File: src/rtl/vga_scanout.sv
// vga_scanout: 640x480@60 VGA timing generator that scans a 320x240 3-bit framebuffer
// with 2x2 pixel doubling, driving colour and syncs with a common two-pixel latency.
module vga_scanout #(
    parameter int CLK_DIV     = 2,
    parameter int H_VISIBLE   = 640,
    parameter int H_FP        = 16,
    parameter int H_SYNC      = 96,
    parameter int H_BP        = 48,
    parameter int V_VISIBLE   = 480,
    parameter int V_FP        = 10,
    parameter int V_SYNC      = 2,
    parameter int V_BP        = 33,
    parameter int RAM_LATENCY = 1,
    parameter bit SYNC_ACTIVE = 1'b0
) (
    input  logic        clock,
    input  logic        reset,
    output logic [18:0] fb_address,
    input  logic [2:0]  fb_read_data,
    output logic [3:0]  vga_r,
    output logic [3:0]  vga_g,
    output logic [3:0]  vga_b,
    output logic        vga_hsync,
    output logic        vga_vsync,
    output logic        frame_start,
    output logic        vblank
);
    localparam int H_TOTAL = H_VISIBLE + H_FP + H_SYNC + H_BP;
    localparam int V_TOTAL = V_VISIBLE + V_FP + V_SYNC + V_BP;
    localparam int DW = CLK_DIV > 1 ? $clog2(CLK_DIV) : 1;
    localparam int CW = $clog2(H_TOTAL > V_TOTAL ? H_TOTAL : V_TOTAL);
    typedef logic [DW-1:0] div_t;
    typedef logic [CW-1:0] cnt_t;
    localparam div_t DIV_LAST = div_t'(CLK_DIV - 1);
    localparam div_t RD_AT    = div_t'(RAM_LATENCY);
    localparam cnt_t H_LAST   = cnt_t'(H_TOTAL - 1);
    localparam cnt_t V_LAST   = cnt_t'(V_TOTAL - 1);
    localparam cnt_t H_VIS    = cnt_t'(H_VISIBLE);
    localparam cnt_t V_VIS    = cnt_t'(V_VISIBLE);
    localparam cnt_t HS_START = cnt_t'(H_VISIBLE + H_FP);
    localparam cnt_t HS_END   = cnt_t'(H_VISIBLE + H_FP + H_SYNC);
    localparam cnt_t VS_START = cnt_t'(V_VISIBLE + V_FP);
    localparam cnt_t VS_END   = cnt_t'(V_VISIBLE + V_FP + V_SYNC);

    div_t        div_q, div_d;
    cnt_t        hcount_q, hcount_d, vcount_q, vcount_d;
    logic [18:0] fb_address_q, fb_address_d;
    logic        vis0_q, vis0_d, hs0_q, hs0_d, vs0_q, vs0_d;
    logic [2:0]  rd_q, rd_d, rgb_q, rgb_d;
    logic        hsync_q, hsync_d, vsync_q, vsync_d;
    logic        frame_start_q, frame_start_d, vblank_q, vblank_d;
    logic        pe, h_wrap, v_wrap, visible;

    always_comb begin
        pe            = div_q == DIV_LAST;
        h_wrap        = hcount_q == H_LAST;
        v_wrap        = vcount_q == V_LAST;
        visible       = hcount_q < H_VIS && vcount_q < V_VIS;
        div_d         = pe ? '0 : div_q + div_t'(1);
        hcount_d      = pe ? (h_wrap ? '0 : hcount_q + cnt_t'(1)) : hcount_q;
        vcount_d      = (pe && h_wrap) ? (v_wrap ? '0 : vcount_q + cnt_t'(1)) : vcount_q;
        fb_address_d  = pe ? (visible ? 19'(vcount_q >> 1) * 19'd320 + 19'(hcount_q >> 1) : '0)
                           : fb_address_q;
        vis0_d        = pe ? visible : vis0_q;
        hs0_d         = pe ? (hcount_q >= HS_START && hcount_q < HS_END) : hs0_q;
        vs0_d         = pe ? (vcount_q >= VS_START && vcount_q < VS_END) : vs0_q;
        // Capture read data on the first clock it is valid; with the maximum latency that is the pe clock itself.
        rd_d          = div_q == RD_AT ? fb_read_data : rd_q;
        rgb_d         = pe ? (vis0_q ? rd_d : '0) : rgb_q;
        hsync_d       = pe ? (hs0_q ? SYNC_ACTIVE : ~SYNC_ACTIVE) : hsync_q;
        vsync_d       = pe ? (vs0_q ? SYNC_ACTIVE : ~SYNC_ACTIVE) : vsync_q;
        frame_start_d = pe && h_wrap && v_wrap;
        vblank_d      = pe ? vcount_d >= V_VIS : vblank_q;
    end

    always_ff @(posedge clock or posedge reset) begin
        if (reset) begin
            div_q         <= '0;
            hcount_q      <= '0;
            vcount_q      <= '0;
            fb_address_q  <= '0;
            vis0_q        <= 1'b0;
            hs0_q         <= 1'b0;
            vs0_q         <= 1'b0;
            rd_q          <= '0;
            rgb_q         <= '0;
            hsync_q       <= ~SYNC_ACTIVE;
            vsync_q       <= ~SYNC_ACTIVE;
            frame_start_q <= 1'b0;
            vblank_q      <= 1'b0;
        end else begin
            div_q         <= div_d;
            hcount_q      <= hcount_d;
            vcount_q      <= vcount_d;
            fb_address_q  <= fb_address_d;
            vis0_q        <= vis0_d;
            hs0_q         <= hs0_d;
            vs0_q         <= vs0_d;
            rd_q          <= rd_d;
            rgb_q         <= rgb_d;
            hsync_q       <= hsync_d;
            vsync_q       <= vsync_d;
            frame_start_q <= frame_start_d;
            vblank_q      <= vblank_d;
        end
    end

    assign fb_address  = fb_address_q;
    assign vga_r       = {4{rgb_q[2]}};
    assign vga_g       = {4{rgb_q[1]}};
    assign vga_b       = {4{rgb_q[0]}};
    assign vga_hsync   = hsync_q;
    assign vga_vsync   = vsync_q;
    assign frame_start = frame_start_q;
    assign vblank      = vblank_q;
endmodule

File: config.mk
export PLATFORM = sky130hd
export DESIGN_NAME = vga_scanout
export DESIGN_NICKNAME = d
export VERILOG_FILES = /design/src/rtl/vga_scanout.sv
export SDC_FILE = /design/constraint.sdc
export NUM_CORES = 1
export LEC_CHECK = 0
export CAP_MARGIN = 10
export CORE_MARGIN = 8
export CORE_UTILIZATION = 45
export CTS_CLUSTER_DIAMETER = 120
export CTS_CLUSTER_SIZE = 24
export DETAILED_ROUTE_END_ITERATION = 7
export PLACE_DENSITY = 0.7
export SYNTH_ARGS = -nofsm -noshare
export SYNTH_HDL_FRONTEND = slang
export SYNTH_SLANG_ARGS = --single-unit
File: constraint.sdc
create_clock -name clock -period 2.6 [get_ports clock]
set_clock_uncertainty 0.05 [all_clocks]
set_input_delay 0.78 -clock clock [delete_from_list [all_inputs] [get_ports clock]]
set_output_delay 0.78 -clock clock [all_outputs]
set_load 0.01 [all_outputs]
After elaboration in Yosys (flattened, before gate mapping)
Cells that the tools add are included.
- flip-flop bits (word level): 53
- latch bits: 0
- bits in writable memories: 0
- ROM bits: 0
- output and inout bits: 35
- memories kept: 0
- $add $sub $neg: 4
- $mul: 1
- divide/modulo/power cells: 0
- order comparisons: 7
- equal/unequal tests: 2
- shift-type cells: 0
- mux-type cells: 9
- bitwise logic cells: 0
- reductions and logical operators: 5
- operators with widths (cell ; number):
    10-bit two-way mux ; 3
    10-bit by 1-bit adder with 10-bit output (second input constant) ; 2
    10-bit == test (second input constant) ; 2
    10-bit by 9-bit greater-or-equal comparator with 1-bit output (second input constant) ; 2
    10-bit < comparator (second input constant) ; 2
    10-bit by 9-bit < comparator with 1-bit output (second input constant) ; 2
    18-bit by 9-bit adder with 19-bit output ; 1
    19-bit two-way mux ; 1
    9-bit by 3-bit multiplier with 12-bit output (second input constant) ; 1
    10-bit greater-or-equal comparator (second input constant) ; 1
    3-bit two-way mux ; 2
    1-bit logical AND ; 5
    1-bit two-way mux ; 3
    1-bit adder (second input constant) ; 1

Longest topological paths before layout
Gate-level depths: netlist (run 1).
- depth in word-level cells: 4
- mapped depth: 9

Worst setup path before layout (run 1)
No wires, ideal clock.
- kind: register to register
- from: register vcount_q[4]
- to: register fb_address_q[16], in the netlist fb_address[16]
- setup time: 121 ps
- data arrival time: 2637 ps
- path slack: -208 ps
- cell stages (with the launch flop): 10
- path buffers: 0
- cells stage by stage: dfrtp_1 ha_1 ha_1 fa_1 nand3_1 a2111oi_1 o211ai_1 nor4_2 xor2_1 a22o_2
- word-level cells in the longest chain between the ends: 3
- ends and longest elaborated chain (what ; line ; text):
    start: declaration ; 46 ; cnt_t hcount_q, hcount_d, vcount_q, vcount_d;
    start signal: assignment ; 94 ; vcount_q <= vcount_d;
    9-bit by 3-bit multiplier with 12-bit output / 10-bit by 9-bit < comparator with 1-bit output (equally long branches) ; 62, 58 ;
    18-bit by 9-bit adder with 19-bit output / 1-bit logical AND (equally long branches) ; 62, 58 ;
    19-bit two-way mux (*) ; 62 ; fb_address_d = pe ? (visible ? 19'(vcount_q >> 1) * 19'd320 + 19'(hcount_q >> 1) : '0)
    end signal: assignment ; 95 ; fb_address_q <= fb_address_d;
    end: declaration ; 47 ; logic [18:0] fb_address_q, fb_address_d;
Mark *: on every way between the ends. The rest lies on a longest branch, timed or not.
A chain may end at the register's enable or synchronous reset.

Worst setup path after layout (run 1)
Ends and elaborated chain as after synthesis.

==> results of run 1 <==
-- routing by layer --
metal | vias to the layer above | part of all wire
li1 | 1083 | -
met1 | 1097 | 0.45
met3 | 8 | 0.062
met2 | 56 | 0.47
met5 | - | 0
met4 | 0 | 0.017
-- state kept, by name (all words and copies together) (netlist names) --
| register | flops |
|---|---|
| vga_vsync | 1 |
| vblank | 1 |
| fb_address | 19 |
| vs0_q | 1 |
| div_q | 1 |
| vis0_q | 1 |
| hs0_q | 1 |
| vcount_q | 10 |
| hcount_q | 10 |
| rgb_q | 3 |
| vga_hsync | 1 |
| frame_start | 1 |
-- power breakdown --
group          leakage (uW)  switching (uW)  internal, uW
logic               0.00101            25.9          25.7
clock network     0.0000618             267           317
registers          0.000650            2.57           779
total               0.00173             296          1120
-- logic make-up after synthesis --
family / count (synthesis)
flip-flops: 50
AND/OR/NAND/NOR: 86
XOR/XNOR: 25
buffers and inverters: 32
multiplexers: 2
adder cells (fa/ha/maj): 23
AO/OA/AOI/OAI: 57
-- how the worst min path moves through the flow --
stage	from	end	slack, ps
finish	hs0_q	vga_hsync	390
floorplan	hs0_q	vga_hsync	340
CTS	hs0_q	vga_hsync	390
detailed placement	hs0_q	vga_hsync	380
global route	hs0_q	vga_hsync	430
global placement	hs0_q	vga_hsync	370
-- placed cells by master (no fill, tap or decap), types with 2 or more instances in the layout --
cell type	synthesis	final
clkbuf_8	0	6
xnor2_2	1	2
a32o_1	3	3
a22o_1	15	15
nand3_2	1	2
inv_1	12	11
nand2b_1	2	2
a31oi_1	2	2
or2_2	2	2
a2111oi_4	0	2
nor3_1	5	5
nand3_1	14	13
xnor2_1	15	13
dfstp_2	2	2
a21oi_1	4	4
and3_1	3	3
nor2_1	16	16
buf_4	9	23
ha_4	0	3
nand2_1	18	17
nor2b_1	3	3
ha_1	21	18
xor2_1	9	9
a21o_1	6	5
o21ai_0	15	15
dfrtp_1	48	47
nand4_1	6	6
clkdlybuf4s50_1	0	39
-- timing repair --
action / 4_1_cts / 5_1_grt
endpoints found under the setup margin: 4 / 5
gates resized for setup: 5 / 7
hold buffers: 0 / 0
setup buffers: 2 / 3
endpoints found under the hold margin: 0 / 0
gates cloned: 0 / 0
pin swaps: 6 / 6
-- per-stage QoR --
step                utilization  hold slack [ps]  TNS (ps)  setup WS (ps)  power [uW]
floorplan                     -              342     -43.5          -43.5         826
global placement          0.550              366     -3.05          -3.05         850
detailed placement        0.550              376      -139          -82.8         851
CTS                       0.578              389      -134          -50.3        1440
global route              0.590              430      -547           -152        1470
finish                    0.590              388      -128          -60.7        1420
-- critical path, stage by stage (launching register included) --
cell	delay (ps)
dfrtp_2	450
ha_4	250
ha_4	150
fa_2	390
a211o_2	330
and4_1	180
a311oi_2	260
nor4_2	100
xor2_1	180
a22o_2	210
-- final cells by class --
type,count,area [sq um],share of cell area
Clock buffer,6,82.6,0.0222
Clock inverter,2,38.8,0.0104
Inverter,13,48.8,0.0131
Multi-Input combinational cell,193,1620,0.435
Sequential cell,50,1250,0.337
Tap cell,77,96.3,0.0259
Timing Repair Buffer,63,583,0.157
==> results.env, run 1 <==
DETAIL_ROUTE.ITER0.VIOLATIONS=128
SYNTHCELLS=275
WORST-SETUP-PATH-TYPE='register to register'
PORT_BUFFERS=39
FINALWORSTSETUPSLACK_PS=-60.7
IO_PINS=40
REGTOREGENDPOINT='fb_address[16]'
NETLIST_TOP_CELLS_COUNT='48 x dfrtp_1, 21 x ha_1, 18 x nand2_1'
FINALNETCOUNT=354
SETUP_VIOLATIONS=4
HOLD_PATH_CLASS='register to register'
TIMING_MAX_TRANSITION_VIOLATIONS_FINAL=0
FMAXACHIEVABLE_GHz=0.376
CELLPOWERDENSITY_mW_PER_MM2=381
CRITICAL_PATH_ARRIVAL_PS=2810
TIMING.REG2REG.WORST_PATH_DEPTH=9
FIRST_PASS_ITERS=4
RUN_STATUS='finished, violations left'
WORST-SLEW-PIN-TRANSITION_PS=662
FILL_CELLS=543
SYNTH_COMPOUND_AREA_FRAC=0.151
SYNTHDOMINANTAREACELLTYPE='dfrtp_1'
MAXCAPVIOLCOUNT=0
TOTALWIRELENGTH_MM=6.40
CTS.PATH.MAX_BUFFERS=2
POST_SYNTH_INSTANCE_AREA_SQ_MM=0.00291
FRACTION_OF_THE_MAPPED_NETLIST_AREA_IN_SIMPLE_LOGIC_GATES=0.173
CTS_MADE_BUFFERS=5
BUSIEST_LAYER='met2'
WHS_PATH_DEPTH=1
DIE_H_UM=96.4
POST_SYNTH_MUX_AREA_SHARE=0.00731
PLACEMENT_ROWS=29
FIRST_GLOBAL_VIAS=2239
CLKSINKCOUNT=50
SYNTH.MOST_COMMON_CELL='dfrtp_1'
FINAL-INSTANCE-COUNT-EXCL-FILL=404
WORSTSETUPENDPOINTTYPE='register'
HOLD_VIOLATIONS=0
FINAL.MIN_CLOCK_PERIOD_PS=2660
SYNTH_TOP_FAMILY_BY_AREA='simple AND/OR/NAND/NOR gates'
GRTUSAGEMET3=0.0301
CLOCK_TREE_FROM_TRITONCTS='done'
LEAKAGE_uW=0.00173
SYNTHTOPCELLSBYAREA='dfrtp_1 41%, ha_1 9.0%, a22o_1 4.5%, xnor2_1 4.5%, xor2_1 2.7%'
WORST_SKEW_PAIR.LATE_LATENCY_PS=310
AREA_DELTA_SYNTH_FINAL_PCT=28.0
CRITICAL_PATH_PEAK_FANOUT=4
CTS.ROOT.BUFFER_CELL='clkbuf_8'
PLACE_INST=391
GRT_OVERFLOW=0
GRT_UTIL_MET1=0.196
SYNTHARSTFLOPSHARE=1.00
ANTENNA_FOUND_INITIAL=0
VIOLATIONS_IN_THE_FINAL_REPORTS='setup timing'
YOSYS_MOST_USED_DFF='dfrtp_1'
CP-START-KIND='register'
SYNTH_SEQ_AREA_SHARE=0.431
N_ANTENNA_CELL=0
MET2_USAGE=0.240
GRT_UTIL_ALL_LAYERS=0.149
YS_TYPES=61
CTS.HTREE.LEVELS=2
REQUIRED_PS=2750
YS_FF_LATCH=50
VIASPERCELL=5.55
CTS.REPORTEDPATHS.CLKPINSLEW_PS=90
SYNTH_EDF_COUNT=0
SYN-NUM-NETS=303
TIMING.CRITICAL_PATH.FROM='vcount_q[4]'
MIN_PERIOD_OVER_PERIOD=1.02
POST-SYNTH-TOP-AREA-FRACTION=0.413
SYNTH_XOR_XNOR_AREA_SHARE=0.0778
CHIPWIDTH_UM=96.4
DRC=0
CP-ENDPOINT='fb_address[16]'
POST-DP-HPWL_MM=4.66
VDD.IR_DROP.WORST_uV=246
FINAL_ANTENNA_NET_COUNT=0
FLOORPLAN.INITIALDENSITY=0.461
DIE_AREA_SQ_MM=0.00929
FIN_AREA_SQ_MM=0.00372
SYNTH_FA_HA_AREA_FRAC=0.104
DETAILED_PLACE.AREA_SQ_MM=0.00347
AREA_OF_THE_CORE_REGION_SQ_MM=0.00631
PER_CELL_ROUTED_WIRE_LENGTH_UM=15.8
DRIVE_ABOVE_1_SHARE=0.196
SYNTHESIS.YOSYS.WARNINGS=0
SETUP_REPAIR_AFTER_GLOBAL_ROUTING_MISSED_ITS_MARGIN='true'
NUM_VIAS=2244
GRT_START_MAX_NET_PINS=51
SYNTHESIS.AREA_PER_INSTANCE_SQ_UM=10.6
REGTOREGSTARTPOINT='vcount_q[4]'
WORST-R2R-SETUP-SLACK_PS=-60
GRT_FIRST_PASS_WIRELENGTH_MM=11.0
WORST_SLEW_MARGIN_REL=0.559
PLACE_CONGESTION=0.781
Note: power is estimated with default switching activity, not from simulation.
==> inputs of run 2 (changes only) <==
--- a/config.mk
+++ b/config.mk
@@ -11,6 +11,7 @@
 export CTS_CLUSTER_DIAMETER = 120
 export CTS_CLUSTER_SIZE = 24
 export DETAILED_ROUTE_END_ITERATION = 7
+export HOLD_SLACK_MARGIN = 0.06
 export PLACE_DENSITY = 0.7
 export SYNTH_ARGS = -nofsm -noshare
 export SYNTH_HDL_FRONTEND = slang
==> constraint.sdc (replaced) <==
create_clock -name clock -period 2.2 [get_ports clock]
set_clock_uncertainty 0.05 [all_clocks]
set_input_delay 0.66 -clock clock [delete_from_list [all_inputs] [get_ports clock]]
set_output_delay 0.66 -clock clock [all_outputs]
set_load 0.01 [all_outputs]
==> results.env, run 2 (same netlist as run 1, synthesis figures left out) <==
SLOWEST_DELAY_PS=420
WORSTSETUPENDPOINTTYPE='register'
HOLD_VIOLATIONS=0
DETAIL_ROUTE.ITER0.VIOLATIONS=83
WORST_SLEW_MARGIN_REL=0.526
FIN_TOTAL_PWR_uW=1510
SETUP_REPAIR_AFTER_GLOBAL_ROUTING_MISSED_ITS_MARGIN='true'
GRT_UTIL_MET1=0.191
REQUIRED_PS=2340
VIOLATIONS_IN_THE_FINAL_REPORTS='setup timing'
SETUP_VIOLATIONS=7
LEAKAGE_uW=0.00179
GRT_START_MAX_NET_PINS=51
CHIPWIDTH_UM=96.4
TIMING.REG2REG.WORST_PATH_DEPTH=9
PORT_BUFFERS=39
RUN_STATUS='finished, violations left'
AREA_OF_THE_CORE_REGION_SQ_MM=0.00631
HOLD_PATH_CLASS='register to register'
MAXCAPVIOLCOUNT=0
NUM_VIAS=2296
FINAL_ANTENNA_NET_COUNT=0
TOTALWIRELENGTH_MM=6.41
DRC=0
DRIVE_ABOVE_1_SHARE=0.246
WORST_PATH_DOMINANT_CELL_FAMILY='compound AO/OA/AOI/OAI gates'
DIE_AREA_SQ_MM=0.00929
N_ANTENNA_CELL=0
PER_CELL_ROUTED_WIRE_LENGTH_UM=15.1
FIRST_PASS_ITERS=4
POST-DP-HPWL_MM=4.80
CRITICAL_PATH_PEAK_FANOUT=3
VDD.IR_DROP.WORST_uV=240
ANTENNA_FOUND_INITIAL=0
DIE_H_UM=96.4
PLACEMENT_ROWS=29
FMAXACHIEVABLE_GHz=0.378
GRT_OVERFLOW=0
FINAL.MIN_CLOCK_PERIOD_PS=2650
FILL_CELLS=529
CRITICAL_PATH_ARRIVAL_PS=2790
CLKSINKCOUNT=50
GRT_UTIL_ALL_LAYERS=0.144
VIASPERCELL=5.43
FINALNETCOUNT=373
AREA_DELTA_SYNTH_FINAL_PCT=31.1
TIMING_MAX_TRANSITION_VIOLATIONS_FINAL=0
BUSIEST_LAYER='met2'
FINAL_CELL_MIX='46 x dfrtp_1, 41 x buf_4, 39 x clkdlybuf4s50_1'
GRT_FIRST_PASS_WIRELENGTH_MM=10.7
PLACE_CONGESTION=0.848
IO_PINS=40
CTS.PATH.MAX_BUFFERS=2
CTS.REPORTEDPATHS.CLKPINSLEW_PS=90
CLOCK_TREE_FROM_TRITONCTS='done'
WORST_SKEW_PAIR.LATE_LATENCY_PS=290
FLOORPLAN.INITIALDENSITY=0.461
CELLPOWERDENSITY_mW_PER_MM2=396
GRTUSAGEMET3=0.0240
WORST-SETUP-PATH-TYPE='register to register'
CRITICAL_PATH.CELL_CHAIN='ha_4 > ha_4 > fa_2 > a211o_4 > and4_1 > a311oi_2 > nor4_2 > xor2_1 > a22o_2'
LEVELS_ON_CRIT_PATH=9
CTS.ROOT.BUFFER_CELL='clkbuf_8'
FINAL_COMMON_CELL='dfrtp_1'
CP-START-KIND='register'
LARGEST_REG_FLOPS=19
MET2_USAGE=0.236
FIN_HOLD_WS_PS=380
MIN_PERIOD_OVER_PERIOD=1.20
CTS.HTREE.LEVELS=2
PATH_BUF_INV=0
CRITICAL_PATH.MOST_COMMON_CELL='ha_4'
CTS_MADE_BUFFERS=5
CRIT_PATH_SLOWEST_CELL='dfrtp_1'
FINALWORSTSETUPSLACK_PS=-448
WHS_PATH_DEPTH=1
WORST-SLEW-PIN-TRANSITION_PS=711
FIRST_GLOBAL_VIAS=2241
==> run 2: changes by cell type in the layout (fill, tap and decap cells not counted), sizes merged <==
| cell | delta |
|---|---|
| inv | -1 |
| buf | +19 |
| clkinv | +2 |
| bufinv | -1 |
==> run 2: area by class of cell <==
type | count | area, sq um | share of cell area
inverters | 13 | 51.3 | 0.0134
well taps | 77 | 96.3 | 0.0253
multi-input cells | 193 | 1600 | 0.418
clock inverters | 2 | 13.8 | 0.00361
repair buffers | 82 | 729 | 0.191
clock buffers | 6 | 72.6 | 0.0190
flip-flops and latches | 50 | 1260 | 0.329
==> run 2: timing repair <==
action,CTS,global route
pin swaps,8,3
endpoints found under the setup margin,7,12
resized for setup,3,13
hold endpoints to repair,0,0
hold buffers,0,0
buffers inserted,1,3
==> run 2: stage by stage <==
stage | setup TNS (ps) | area [sq um] | std cells | setup WS, ps | util
finish | -2170 | 3810 | 423 | -448 | 0.604
detailed placement | -2380 | 3640 | 412 | -479 | 0.577
CTS | -2210 | 3760 | 421 | -455 | 0.595
global placement | -1950 | 3640 | 412 | -403 | 0.577
floorplan | -1670 | 2960 | 275 | -443 | -
global route | -2860 | 3810 | 423 | -521 | 0.604
==> run 2: where the power goes <==
group	switching (uW)	internal (uW)
Sequential	3.00	921
Combinational	30.4	30.4
Clock	301	225
==> run 2: metal layers <==
| metal | vias up | part of all wire |
|---|---|---|
| li1 | 1120 | - |
| met1 | 1122 | 0.46 |
| met5 | - | 0 |
| met4 | 0 | 0.011 |
| met2 | 47 | 0.46 |
| met3 | 7 | 0.061 |
==> run 2: path summary, 6_finish.rpt <==
kind	startpoint	end	slack, ps
max in group asynchronous	reset	vga_vsync	1160
worst min-delay path	hs0_q	vga_hsync	380
min in group asynchronous	reset	fb_address[3]	660
worst max register to register	vcount_q[2]	fb_address[16]	-450
worst max-delay path	vcount_q[2]	fb_address[16]	-450
worst min register to register	hs0_q	vga_hsync	380
